### src/rtl/osbm.sv
// osbm: per-output-port packet scheduler; one requesting input owns the port from HEAD through TAIL.
// Latency: grant registered one edge after the request is seen; ack is combinational while granted.
// Backpressure: ack/we drop in the same cycle as ofull or empty[g]. Optional macro OSBM_RR_EN selects round-robin.
`ifndef PORT
`define PORT 3
`endif

module osbm #(
    parameter int OUT_ID = 0
) (
    input  logic                      clk,
    input  logic                      rst,
    input  logic [4*(`PORT+1)-1:0]    reqs,
    input  logic [`PORT:0]            empty,
    input  logic                      ofull,
    input  logic [1:0]                cmd_sel,
    output logic [`PORT:0]            ack,
    output logic [`PORT:0]            sel,
    output logic                      we,
    output logic                      busy
);
    localparam int N = `PORT + 1;
    localparam logic [1:0] CMD_TAIL = 2'b11;

    typedef enum logic {IDLE, XFER} state_t;

    state_t         state;
    logic [N-1:0]   r;
    logic [N-1:0]   g;
    logic [N-1:0]   pick;
    logic           tail_xfer;

    // Each input's request vector carries one bit per output; take ours.
    always_comb begin
        r = '0;
        for (int i = 0; i < N; i++) begin
            r[i] = reqs[i*N + OUT_ID];
        end
    end

`ifdef OSBM_RR_EN
    localparam int PW = (N > 1) ? $clog2(N) : 1;

    logic [PW-1:0] ptr;
    logic [PW-1:0] g_idx;
    logic [PW-1:0] next_ptr;

    // Scan from farthest to nearest so the nearest requester at/after ptr wins.
    always_comb begin
        pick = '0;
        for (int k = N - 1; k >= 0; k--) begin
            if (r[(int'(ptr) + k) % N]) begin
                pick = '0;
                pick[(int'(ptr) + k) % N] = 1'b1;
            end
        end
    end

    always_comb begin
        g_idx = '0;
        for (int i = 0; i < N; i++) begin
            if (g[i]) g_idx = PW'(i);
        end
    end

    assign next_ptr = (int'(g_idx) == N - 1) ? '0 : g_idx + 1'b1;
`else
    always_comb begin
        pick = '0;
        for (int k = N - 1; k >= 0; k--) begin
            if (r[k]) begin
                pick = '0;
                pick[k] = 1'b1;
            end
        end
    end
`endif

    assign ack       = g & ~empty & {N{~ofull}};
    assign we        = |ack;
    assign sel       = g;
    assign busy      = (state == XFER);
    assign tail_xfer = (|ack) && (cmd_sel == CMD_TAIL);

    always_ff @(posedge clk) begin
        if (rst) begin
            state <= IDLE;
            g     <= '0;
`ifdef OSBM_RR_EN
            ptr   <= '0;
`endif
        end else begin
            case (state)
                IDLE: begin
                    if (|r) begin
                        g     <= pick;
                        state <= XFER;
                    end
                end
                XFER: begin
                    // Only a TAIL that actually moves releases the port.
                    if (tail_xfer) begin
                        g     <= '0;
                        state <= IDLE;
`ifdef OSBM_RR_EN
                        ptr   <= next_ptr;
`endif
                    end
                end
                default: begin
                    g     <= '0;
                    state <= IDLE;
                end
            endcase
        end
    end

endmodule

### config.mk
export PLATFORM = sky130hd
export DESIGN_NAME = osbm
export DESIGN_NICKNAME = d
export VERILOG_FILES = /design/src/rtl/osbm.sv
export SDC_FILE = /design/constraint.sdc
export NUM_CORES = 1
export LEC_CHECK = 0
export CORE_MARGIN = 5
export CORE_UTILIZATION = 24
export CTS_CLUSTER_SIZE = 14
export DETAILED_ROUTE_END_ITERATION = 10
export PLACE_DENSITY_LB_ADDON = 0.05
export SLEW_MARGIN = 20
export SYNTH_ARGS = -nofsm -noshare
export SYNTH_HDL_FRONTEND = slang
export SYNTH_SLANG_ARGS = --single-unit
### constraint.sdc
create_clock -name clk -period 1.19 [get_ports clk]
set_clock_uncertainty 0.1 [all_clocks]
set_input_delay 0.238 -clock clk [delete_from_list [all_inputs] [get_ports clk]]
set_output_delay 0.238 -clock clk [all_outputs]
set_load 0.1 [all_outputs]
# Word level (Yosys, flattened, before mapping)
# Index checks and enable logic that the tools add are counted.
# totals
n_memories	0
wordCells	24
romBits	0
ram_bits	0
out_inout_bits	10
latchBits	0
input_bits	25
ff_bits	5
# op_classes
order_cmp	0
shifts	0
reduce_logical	4
eq_ne	3
n_addsub	0
n_div	0
multipliers	0
bitwise	5
muxes	10
# ops
cell	count
$mux 4	6
$and 4x4->4	2
$pmux 4 s2	1
$reduce_or 4->1	2
$not 4->4	1
$eq 2x2->1 const B	1
$mux 1	2
$ne 2x1->1 const B	1
$ne 2x2->1 const B	1
$not 1->1	2
$pmux 1 s2	1
$reduce_and 2->1	1
$logic_and 1x1->1	1

# Depth between registers and ports, before layout
# Gate-level depths: netlist (run 1).
# depth
word_depth	7
mapped_depth	4
depth_no_buf	4

# Least setup slack after synthesis (run 1)
# OpenSTA, ideal clock, no wires.
# synth_path
path_kind	reg2out
startpoint	reg g[2] (netlist: sel[2])
endpoint	out ack[2]
path_slack_ns	-2.379
t_arrival_ns	3.231
t_required_ns	0.852
path_stages_with_launch	3
path_buffers	0
path_cell_list	dfxtp_1 > inv_1 > nor3_1
# synth_via
elab_chain_len	2
# synth_rtl
element	line_no	rtl
from (decl)	29	logic [N-1:0] g;
from (signal assigned)	96	g <= pick;
$and 4x4->4 (2 in a row)	79	assign ack = g & ~empty & {N{~ofull}};
to (decl)	17	output logic [`PORT:0] ack,
# No other way between the ends.

# Worst setup path after layout (run 1)
# layout_path
startpoint	reg g[2] (netlist: sel[2])
endpoint	out we
# layout_via
elab_chain_len	3
# layout_rtl
element	line_no	rtl
$and 4x4->4 (2 in a row)	79	
$reduce_or 4->1	80	assign we = |ack;
to (decl)	19	output logic we,
# No other way between the ends.

==> results, run 1 <==
- Summing all multi-input logic gate instances after layout gives 335.3 sq um.
- The sum of buffers and inverters on the critical path is 1.
- The kind of cell with the highest combined delay along the critical path is simple AND/OR/NAND/NOR gates.
- The wire length of the first global-routing pass is 2290 microns.
- Setup violations remaining at the end of the flow were counted as 15.
- The global routing usage summed across all routing layers is 14.89%.
- The clock insertion delay at the later pin of the skew report is 0.25 ns.
- For this configuration, the core starts out at a cell density of 25.80%.
- The area of all placed cells without fillers is 1039 sq um.
- Along the worst path, the maximum fanout reaches 2.
- After floorplanning, the core was divided into 13 placement rows.
- The final layout net count is 115.
- The routed via count divided by cell count is 4.894.
- The run finished, with violations left.
- The sequential cells in the finished layout cover a total of 116.4 sq um.
- The arrival time reported for the critical path endpoint is 1.26 ns.
- Dividing the detail-routed wire length by the instance count gives 13.24 microns.
- In the final timing run, aggregate negative setup slack is -3.086 ns.
- The post-synthesis register bit count is 5.
- The post-placement cell count is 91.
- The congestion estimate from routability-driven global placement came to 0.7874.
- The worst path uses 134.0% of the clock period.
- The largest voltage drop on the vdd net is 0.6039 mV.
- The fraction of power consumed by the clock network is 21.7%.
- At the pin with the least slew margin, the transition time is 0.4124 ns.
- Leaving out fill and tap cells, the most frequent cell in the layout is buf_4.
- The switching portion of total power is 41.43%.
- The internal power component is 562.7 uW.
- The number of hold buffers added after cts is 0.
- The antenna violation net count after detailed routing is 0.
- Across all setup checks in the final design, the least slack found is -0.4049 ns.
- The number of cells on the worst reg-to-reg path is 4.
- The H-tree depth is 1.
- The routed design could run at a clock period as short as 1.595 ns.
- The launch point of the worst reg-to-reg path is sel[2].
- Among all stages on the critical path, the largest delay is contributed by dfxtp_4.
- The via count of the routed design is 509.
- Sequential cells burn 20.4% of the power.
- The average footprint of a synthesized cell is 8.392 sq um.
- STA classifies the critical path endpoint as an output port.
- The longest clock path from root to sink contains 2 buffers.
- For hold timing, the worst endpoint is busy.
- Leaving out fill and tap cells, the most frequent cells in the layout are 12 x buf_4, 10 x buf_12, 10 x buf_6, 7 x clkdlybuf4s50_1, 5 x dlygate4sd2_1.
- The worst setup slack before clock tree synthesis is -0.6387 ns.
- In this run the clock root is driven by a clkbuf_4.
- In this run, distinct cell masters in the synthesized netlist total 17.
- The sort of element at the start of the critical path is a flip-flop.
- The reg-to-reg critical path endpoint is sel[0].
- Entering global routing, the biggest net connects 6 pins.
- The synthesized cell area is 344.1 sq um.
- The class of the tightest hold or removal check is flip-flop to flip-flop.
- The total routed wirelength is 1377 microns.
- The type of the worst setup path is flip-flop to output port.
- The reported max-cap violation count is 0.
- The number of global-route vias before repair is 537.
- The number of detailed-routing iterations run before antenna repair is 4.
- The antenna diode count is 0.
- Measured against its own limit, the worst slew margin works out to 72.41%.
- In this run the vertical extent of the chip is 47.87 microns.
- The leakage power of the design is 0.0004311 uW.
- The initial antenna violation count was 0.
- The area growth from synthesis to layout is 201.8%.
- The final HPWL from detailed placement is 1016 microns.
- Power spread over the standard cell area amounts to 925.1 nW/um^2.
- Of the synthesized area, sequential elements account for 29.09%.
- Fill cells in the final layout number 84.
- The number of max-slew violations in the final report came to 0.
- For this block, the initial DRC count from the detailed router was 1.
- The standard cell area after detailed placement is 880.8 sq um.
- Cells fill 77.86% of the core in the end.
- After detailed routing, the number of remaining DRC violations is 0.
- The global route total overflow is 0.
- Setup repair after global routing could not meet its margin everywhere.
- Counting instances, the worst hold path has a depth of 2.
- The die covers 2291 sq um.
- The fmax is 627.0 MHz.
- The number of cells in the finished layout apart from fillers is 104.
- The die is 47.87 microns wide.
- The total nets after synthesis is 66.
- The final reports fail on negative setup slack.
- Combinational logic burns 57.9% of the power.
- The number of hold violations in the final report was 0.
- Clock-pin slew was measured on the worst setup and hold paths at 0.05 ns.
- Of the cells placed in the final design, the portion with a size suffix greater than 1 is 69.66%.
- The clock tree from TritonCTS is yes.
- Walking the worst path, the cells encountered are nor2b_4, nor4_4, nor2_4, buf_12.
- The sink count of the clock tree is 5.
- In this run the count of I/O pins placed on the die edge is 35.
- In this design, the stage delay of the slowest critical-path cell is 0.34 ns.
- The number of buffers created by CTS is 3.
- The worst endpoint required time is 0.85 ns.
- For flop-to-flop paths, the worst setup slack is -0.25 ns.
- The count of buffers inserted at the top-level ports is 22.
- In this run the worst setup path begins at sel[2].
- The core area is 1334 sq um.
- For this run, the number of Yosys warnings is 0.
- In this run the power spent charging and discharging nets is 398.1 uW.
- The synthesized netlist cell count is 41.
- The hold path startpoint is busy.
## cell families (layout without fill, tap and decap cells)
| kind of cell | Yosys count | in the layout | synth area share (%) |
|---|---|---|---|
| simple gates | 21 | 21 | 39.64 |
| compound gates | 11 | 11 | 26.91 |
| buf+inv | 4 | 52 | 4.362 |
| flops | 5 | 5 | 29.09 |
## registers in the layout, indices dropped and copies added (netlist names)
register and count:
sel 4, busy 1
## cell type report
type | instances | area share [%]
well taps | 15 | 1.807
clock buffers | 4 | 2.530
multi-input cells | 32 | 32.29
inverters | 4 | 2.410
flip-flops and latches | 5 | 11.20
repair buffers | 44 | 49.76
## Yosys cell counts
| cell | number | area [sq um] |
|---|---|---|
| o21ai_0 | 2 | 10.01 |
| dfxtp_1 | 5 | 100.1 |
| a211oi_2 | 1 | 12.51 |
| nand3b_2 | 1 | 11.26 |
| and3b_1 | 1 | 8.760 |
| o21ai_1 | 4 | 20.02 |
| a21bo_1 | 1 | 10.01 |
| inv_1 | 4 | 15.01 |
| o41ai_4 | 1 | 27.53 |
| nor2b_1 | 2 | 12.51 |
| or2_2 | 1 | 6.260 |
| nor3_1 | 6 | 30.03 |
| a22oi_1 | 1 | 7.510 |
| nor2b_4 | 2 | 27.53 |
| nor4_1 | 4 | 25.02 |
| nor2_1 | 4 | 15.01 |
| a21oi_1 | 1 | 5.000 |
## how the worst max path moves through the flow
| stage | end | slack [ns] | cells past startpoint |
|---|---|---|---|
| final | we | -0.40 | 4 |
| after global routing | we | -0.47 | 4 |
| after CTS | we | -0.40 | 4 |
| after detailed placement | we | -0.64 | 5 |
| after global placement | we | -0.62 | 5 |
| after floorplan | we | -0.50 | 3 |
## worst min-delay path: stages (launching register included)
cell     delay [ns]
dfxtp_2        0.34
or2_2          0.15
o21ai_2        0.06
## metrics by stage
step | hold WS (ns) | total power [uW]
finish | 0.4918 | 960.8
global route | 0.5230 | 1004
CTS | 0.4944 | 934.9
detailed placement | 0.4694 | 684.3
global placement | 0.4721 | 681.3
floorplan | 0.1934 | 459.2
## timing repair
item	in CTS	in global routing
pin swaps	8	4
gates resized for setup	13	9
endpoints found under the setup margin	15	15
setup buffers	4	6
## metal layers
layer / share of wire, % / routed length (microns) / track usage, % / vias to the layer above
met5: 0 / 0 / 0 / -
met4: 3.7 / 51 / 10.22 / 0
met3: 6.2 / 85 / 3.759 / 4
met2: 53 / 724 / 23.22 / 19
met1: 37 / 516 / 17.70 / 235
li1: - / - / - / 251
## power by group through the flow
stage	Sequential [uW]	Combinational, uW	Clock [uW]
global route	198	581	225
floorplan	327	132	0
global placement	195	486	0
detailed placement	196	488	0
CTS	195	528	212
finish	196	556	209
No activity file was read; power rests on OpenSTA's default activity.
==> inputs of run 2 (changes only) <==
Clock period 1.19 ns to 1.4 ns, I/O delays scaled along.
==> run 2 against run 1 <==
Against the previous run: the run still ends with negative setup slack left; global-route usage shrank 2.9 points; critical path depth unchanged; non-clock buffer count fell by 3; setup slack improved by 0.19 ns; combinational power decreased by 24%; total power down 20%; count of clock-buffer cells in the layout unchanged; first-iteration DRC count rose to 9.0 times the previous value; routed wire length fell by 14%; utilization down 4.6 points.
==> results, run 2 (synthesis gave the netlist of run 1 again) <==
- STA classifies the critical path startpoint as a flip-flop.
- Measured along the x axis, the die boundary spans 47.87 microns.
- The number of max-slew violations in the final report is 0.
- The worst-case setup margin in the final layout is -0.2141 ns.
- The first global-routing pass estimated 1966 microns of wire.
- The via count of the routed design is 483.
- The sink count of the clock tree is 5.
- From synthesis to final layout, the design area changed by 184.0%.
- The post-placement cell count is 89.
- The area of all placed cells without fillers is 977.2 sq um.
- The worst pin sits at a relative slew slack of 74.54%.
- The register with the most flip-flops in the layout has 4 of them.
- The leakage power of the design is 0.0003994 uW.
- The leading cell type in the layout, fill and taps excluded is buf_4.
- TritonCTS built the clock tree.
- The largest voltage drop on the vdd net is 0.5374 mV.
- The final hold slack is 0.4725 ns.
- Entering global routing, the biggest net connects 8 pins.
- The number of buffers created by CTS is 3.
- The vertical die dimension is 47.87 microns.
- The initial DRC count is 9.
- The routed via count divided by cell count is 4.782.
- The initial antenna violation count is 0.
- The H-tree depth is 1.
- The run finished, with violations left.
- After legalization and detailed placement, the total HPWL measured 925 microns.
- In this run the worst hold path is classified as flip-flop to flip-flop.
- Across the run, the number of max-cap violations was 0.
- The global routing usage summed across all routing layers is 12.01%.
- The setup violation total in the final timing report is 5.
- The effective utilization at floorplan is 25.80%.
- Setup repair after global routing could not meet its margin everywhere.
- At the worst endpoint, the required time is 1.02 ns.
- The master cell of the clock root buffer is clkbuf_4.
- For flop-to-flop paths, the worst setup slack is 0.01 ns.
- The transition time at the pin with the least slew margin is 0.3805 ns.
- In the layout the commonest cells are 15 x buf_4, 10 x buf_12, 7 x clkdlybuf4s50_1.
- For the worst setup path, the data arrival time is 1.23 ns.
- The worst setup path is captured at an output port.
- The checks that failed: negative setup slack.
- The clock passes through at most 2 buffers.
- The final RePlAce weighted congestion is 0.7775.
- The core area is 1334 sq um.
- The number of antenna diodes in the final layout is 0.
- Port buffering added 22 buffers.
- The ratio of cells with drive above 1 in the final layout is 68.60%.
- The number of global-route vias before repair is 458.
- The standard cell area after detailed placement is 865.8 sq um.
- The global route total overflow is 0.
- The minimum clock period after layout is 1.614 ns.
- The fmax is 619.5 MHz.
- The maximum fanout along the worst path is 2.
- In the final design database the tool counted 112 nets.
- The type of the worst setup path is flip-flop to output port.
- Hold repair after CTS inserted 0 buffers.
- After floorplanning, the core was divided into 13 placement rows.
- The later pin in the worst-skew pair is clocked with a latency of 0.24 ns.
- For this block, the routed nets add up to 1184 microns of wire.
- Leaving out filler cells and counting taps, the final layout contains 101.
- The filler cells instantiated in the layout total 111.
- For this run, the detailed router's first-pass iteration total came to 4.
- 35 I/O pins were placed.
- The period utilization is 115.3%.
- The area of the die is 2291 sq um.
- The number of design rule violations left after detail routing is 0.
- In the final routed layout, each cell accounts on average for 11.72 microns.
- The number of hold violations in the final report is 0.
- Once detail routing completed, the nets flagged for antenna violations numbered 0.
- The clock slew at the register clock pins of the worst setup and hold paths is 0.05 ns.
- The total power divided by cell area is 784.6 nW/um^2.
==> run 2: worst paths after layout <==
path	startpoint	to	cells after the start
setup / recovery	sel[1]	we	4
hold / removal	busy	sel[2]	2
setup reg to reg	sel[2]	sel[3]	4
hold reg to reg	busy	sel[2]	2
==> run 2: area by class of cell <==
class | instances | area (sq um) | share of cell area (%)
Clock buffer | 4 | 26.28 | 2.689
Inverter | 4 | 25.02 | 2.561
Multi-Input combinational cell | 32 | 325.3 | 33.29
Sequential cell | 5 | 116.4 | 11.91
Tap cell | 15 | 18.77 | 1.921
Timing Repair Buffer | 41 | 465.4 | 47.63
==> run 2: routing by layer <==
layer	vias up	wire (microns)	track usage (%)
met2	17	633	21.11
met1	222	461	14.57
met4	0	0	0
met5	-	0	0
met3	0	89	4.887
li1	244	-	-
==> run 2: power by group <==
group	switching [uW]	internal, uW	total [uW]	leakage [uW]
Clock	59.8	108	168	0.0000150
Combinational	236	187	422	0.000340
Sequential	20.1	157	177	0.0000441
Total	315	451	767	0.000399
==> run 2: metrics by stage <==
step                      util (%)  total power (uW)  setup WS (ns)  setup TNS [ns]
after floorplan                  -             390.3        -0.3293          -1.819
after global placement       64.92             569.1        -0.5153          -4.145
after detailed placement     64.92             570.2        -0.5367          -4.190
after CTS                    71.58             767.4        -0.2199         -0.8134
after global routing         73.26             809.5        -0.2741         -0.7659
final                        73.26             766.7        -0.2141         -0.3555
==> run 2: repair_timing <==
action,CTS,global route
setup buffers,6,3
gates cloned,0,0
pin swaps,6,7
setup endpoints to repair,10,10
resized for setup,10,9
==> run 2: critical path, cell delays in order (launching register included) <==
cell	delay [ns]
dfxtp_4	0.33
nor2b_4	0.13
nor4_4	0.31
nor2_4	0.06
buf_12	0.16
==> inputs of run 3 (changes only) <==
Settings changed: ABC_AREA set to 0.
==> results of run 3 <==
No change in the layout: final DEF, timing and power equal those of run 2.
==> edit, RTL diff (config.mk and constraints of run 3) <==
The option `OSBM_RR_EN` is turned on by a define.
--- a/src/rtl/osbm.sv
+++ b/src/rtl/osbm.sv
@@ -1,6 +1,8 @@
 // osbm: per-output-port packet scheduler; one requesting input owns the port from HEAD through TAIL.
 // Latency: grant registered one edge after the request is seen; ack is combinational while granted.
 // Backpressure: ack/we drop in the same cycle as ofull or empty[g]. Optional macro OSBM_RR_EN selects round-robin.
+`define OSBM_RR_EN
+
 `ifndef PORT
 `define PORT 3
 `endif
Behaviour: not the same (a bounded check fails within 4 cycles, from zero or initial values and one cycle with rst high).
==> edit against run 3 <==
  * The flow still finishes with violations (negative setup slack)
  * Via count increased by 79%
  * Wire length rose by 100%
  * Total power is 4.2% higher
  * Final cell count grew 84%
  * Synthesized area grew 120%
  * Count of clock-buffer cells in the layout did not move
  * Global-route usage is 0.59 points lower
  * Setup slack lost 0.29 ns
  * Sequential cell count rose by 2
  * Final area up 59%
  * Core utilization is 22 points lower
  * Die area is 93% higher
  * Critical path type is now reg2reg
  * Highest routed layer is now met4
==> edit: results (changes against run 3) <==
H-tree Lvls: 1 (unchanged)
Critical-path cell with the highest stage delay: sky130_fd_sc_hd__dfxtp_4
Mux contribution to synthesized area: 13.0% (+13 points)
Ratio of cells with drive above 1 in the final layout: 54.9% (-14 points)
Worst path max stage delay: 0.37 ns (+0.04 ns)
Worst EP arrival: 1.96 ns (+0.73 ns)
Nets: 176 (+57%)
Number of distinct library cells after synthesis: 30 (+13)
Top cells by area, synth: sky130_fd_sc_hd__dfxtp_1 18%, sky130_fd_sc_hd__ha_1 13%, sky130_fd_sc_hd__mux4_2 12%
Status: finished, violations left
Crit-path max FO: 4 (+2)
DRT iter0 DRCs: 32 (+23)
Standby leakage power: 0.647 nW (+62%)
Global-route usage over all layers: 11.4% (-0.59 points)
Number of buffers on the longest clock path: 2 (unchanged)
Violated checks: negative setup slack
Num CTS Buffers: 3 (unchanged)
Clock slew at reported path FFs: 0.06 ns
Top_reg_cell synth: sky130_fd_sc_hd__dfxtp_1
Sw Share: 38.5% (-2.6 points)
Adder and majority gate portion of the synthesized area: 13.0% (+13 points)
Antenna violations before repair: 0 (unchanged)
Sequential-to-total area share from yosys stat: 18.2% (-11 points)
Minimum setup slack in the final design: -0.508 ns (-0.294 ns)
Setup Total Neg Slack: -2.38 ns (-2.03 ns)
Net count after synthesis: 121 (+83%)
HPWL after detailed placement: 1930 µm (+110%)
Via total after detailed routing: 863 (+79%)
First-pass GRT wire length: 3870 µm (+97%)
Final setup violation count: 10 (+5)
Insertion delay to the later sink of the worst-skew pair: 0.26 ns (+0.02 ns)
Worst slew pin tran: 0.298 ns (-0.0822 ns)
Number of flip-flops in the largest register: 4 (unchanged)
Final RePlAce weighted congestion: 0.837 (+7.6%)
Vias in the first global route: 849 (+85%)
Most common library cells after synthesis: 9 x sky130_fd_sc_hd__nand2_1, 9 x sky130_fd_sc_hd__nor2_1, 8 x sky130_fd_sc_hd__ha_1
Largest net degree at the start of global routing: 9 (+1)
Average wire length per cell after detail routing: 12.9 µm (+9.9%)
Complex-gate fraction of the synthesized area: 28.2% (+1.3 points)
VDD IR max: 0.287 mV (-47%)
==> edit: critical path, delay by kind of cell (launching register included) <==
| family | cells | cell delay [ns] |
|---|---|---|
| AO/OA/AOI/OAI | 2 | 0.42 |
| adder cells (fa/ha/maj) | 1 | 0.27 |
| buffers and inverters | 1 | 0.04 |
| flip-flops | 1 | 0.37 |
| multiplexers | 1 | 0.33 |
| AND/OR/NAND/NOR | 2 | 0.26 |
==> edit: what timing repair did <==
action                                  CTS  global route
cloned                                    0             0
resized for setup                        26            12
pin swaps                                 6             8
endpoints found under the setup margin   12            12
buffers inserted                          3             2
==> edit: path summary, 6_finish.rpt <==
path | from | end | slack, ns | cells after the start
max | ptr[0] | sel[3] | -0.51 | 7
min | sel[0] | sel[0] | 0.52 | 2
max reg2reg | ptr[0] | sel[3] | -0.51 | 7
min reg2reg | sel[0] | sel[0] | 0.52 | 2
==> edit: logic make-up (layout without fill, tap and decap cells) <==
| family | count (synthesis) | in the layout |
|---|---|---|
| muxes | 5 | 5 |
| adders and majority gates | 8 | 8 |
| DFF | 7 | 7 |
| AOI/OAI and AO/OA | 27 | 27 |
| and+or+nand+nor | 32 | 32 |
| buffers and inverters | 9 | 63 |
==> edit: stage by stage <==
stage | instance area (µm²) | cells | util [%] | hold WS (ns) | setup slack, ns
final | 1560 | 186 | 50.9 | 0.516 | -0.508
after global routing | 1560 | 186 | 50.9 | 0.535 | -0.651
after CTS | 1530 | 186 | 50.2 | 0.523 | -0.492
after detailed placement | 1430 | 179 | 46.8 | 0.505 | -0.891
after global placement | 1430 | 179 | 46.8 | 0.502 | -0.901
after floorplan | 875 | 88 | - | 0.242 | -0.729
==> edit: cell type report <==
| class | count | area (µm²) |
|---|---|---|
| Fill cell | 292 | 1500 |
| Multi-Input combinational cell | 72 | 723 |
| Timing Repair Buffer | 52 | 562 |
| Sequential cell | 7 | 160 |
| Tap cell | 44 | 55.1 |
| Inverter | 7 | 28.8 |
| Clock buffer | 4 | 26.3 |
==> edit: routing by layer <==
layer	up-vias	wire length, µm	global-route usage, %
met5	-	0	0
met1	413	1110	14.8
met2	11	1200	17.8
li1	437	-	-
met3	2	69	4.05
met4	0	14	3.05
==> edit: power by group through the flow <==
stage	Combinational, W	Sequential (W)	Clock (W)
2_1_floorplan	0.000126	0.000288	0
3_3_place_gp	0.000363	0.000221	0
3_5_place_dp	0.000364	0.000220	0
4_1_cts	0.000381	0.000214	0.000207
5_1_grt	0.000405	0.000215	0.000220
6_report	0.000386	0.000214	0.000198
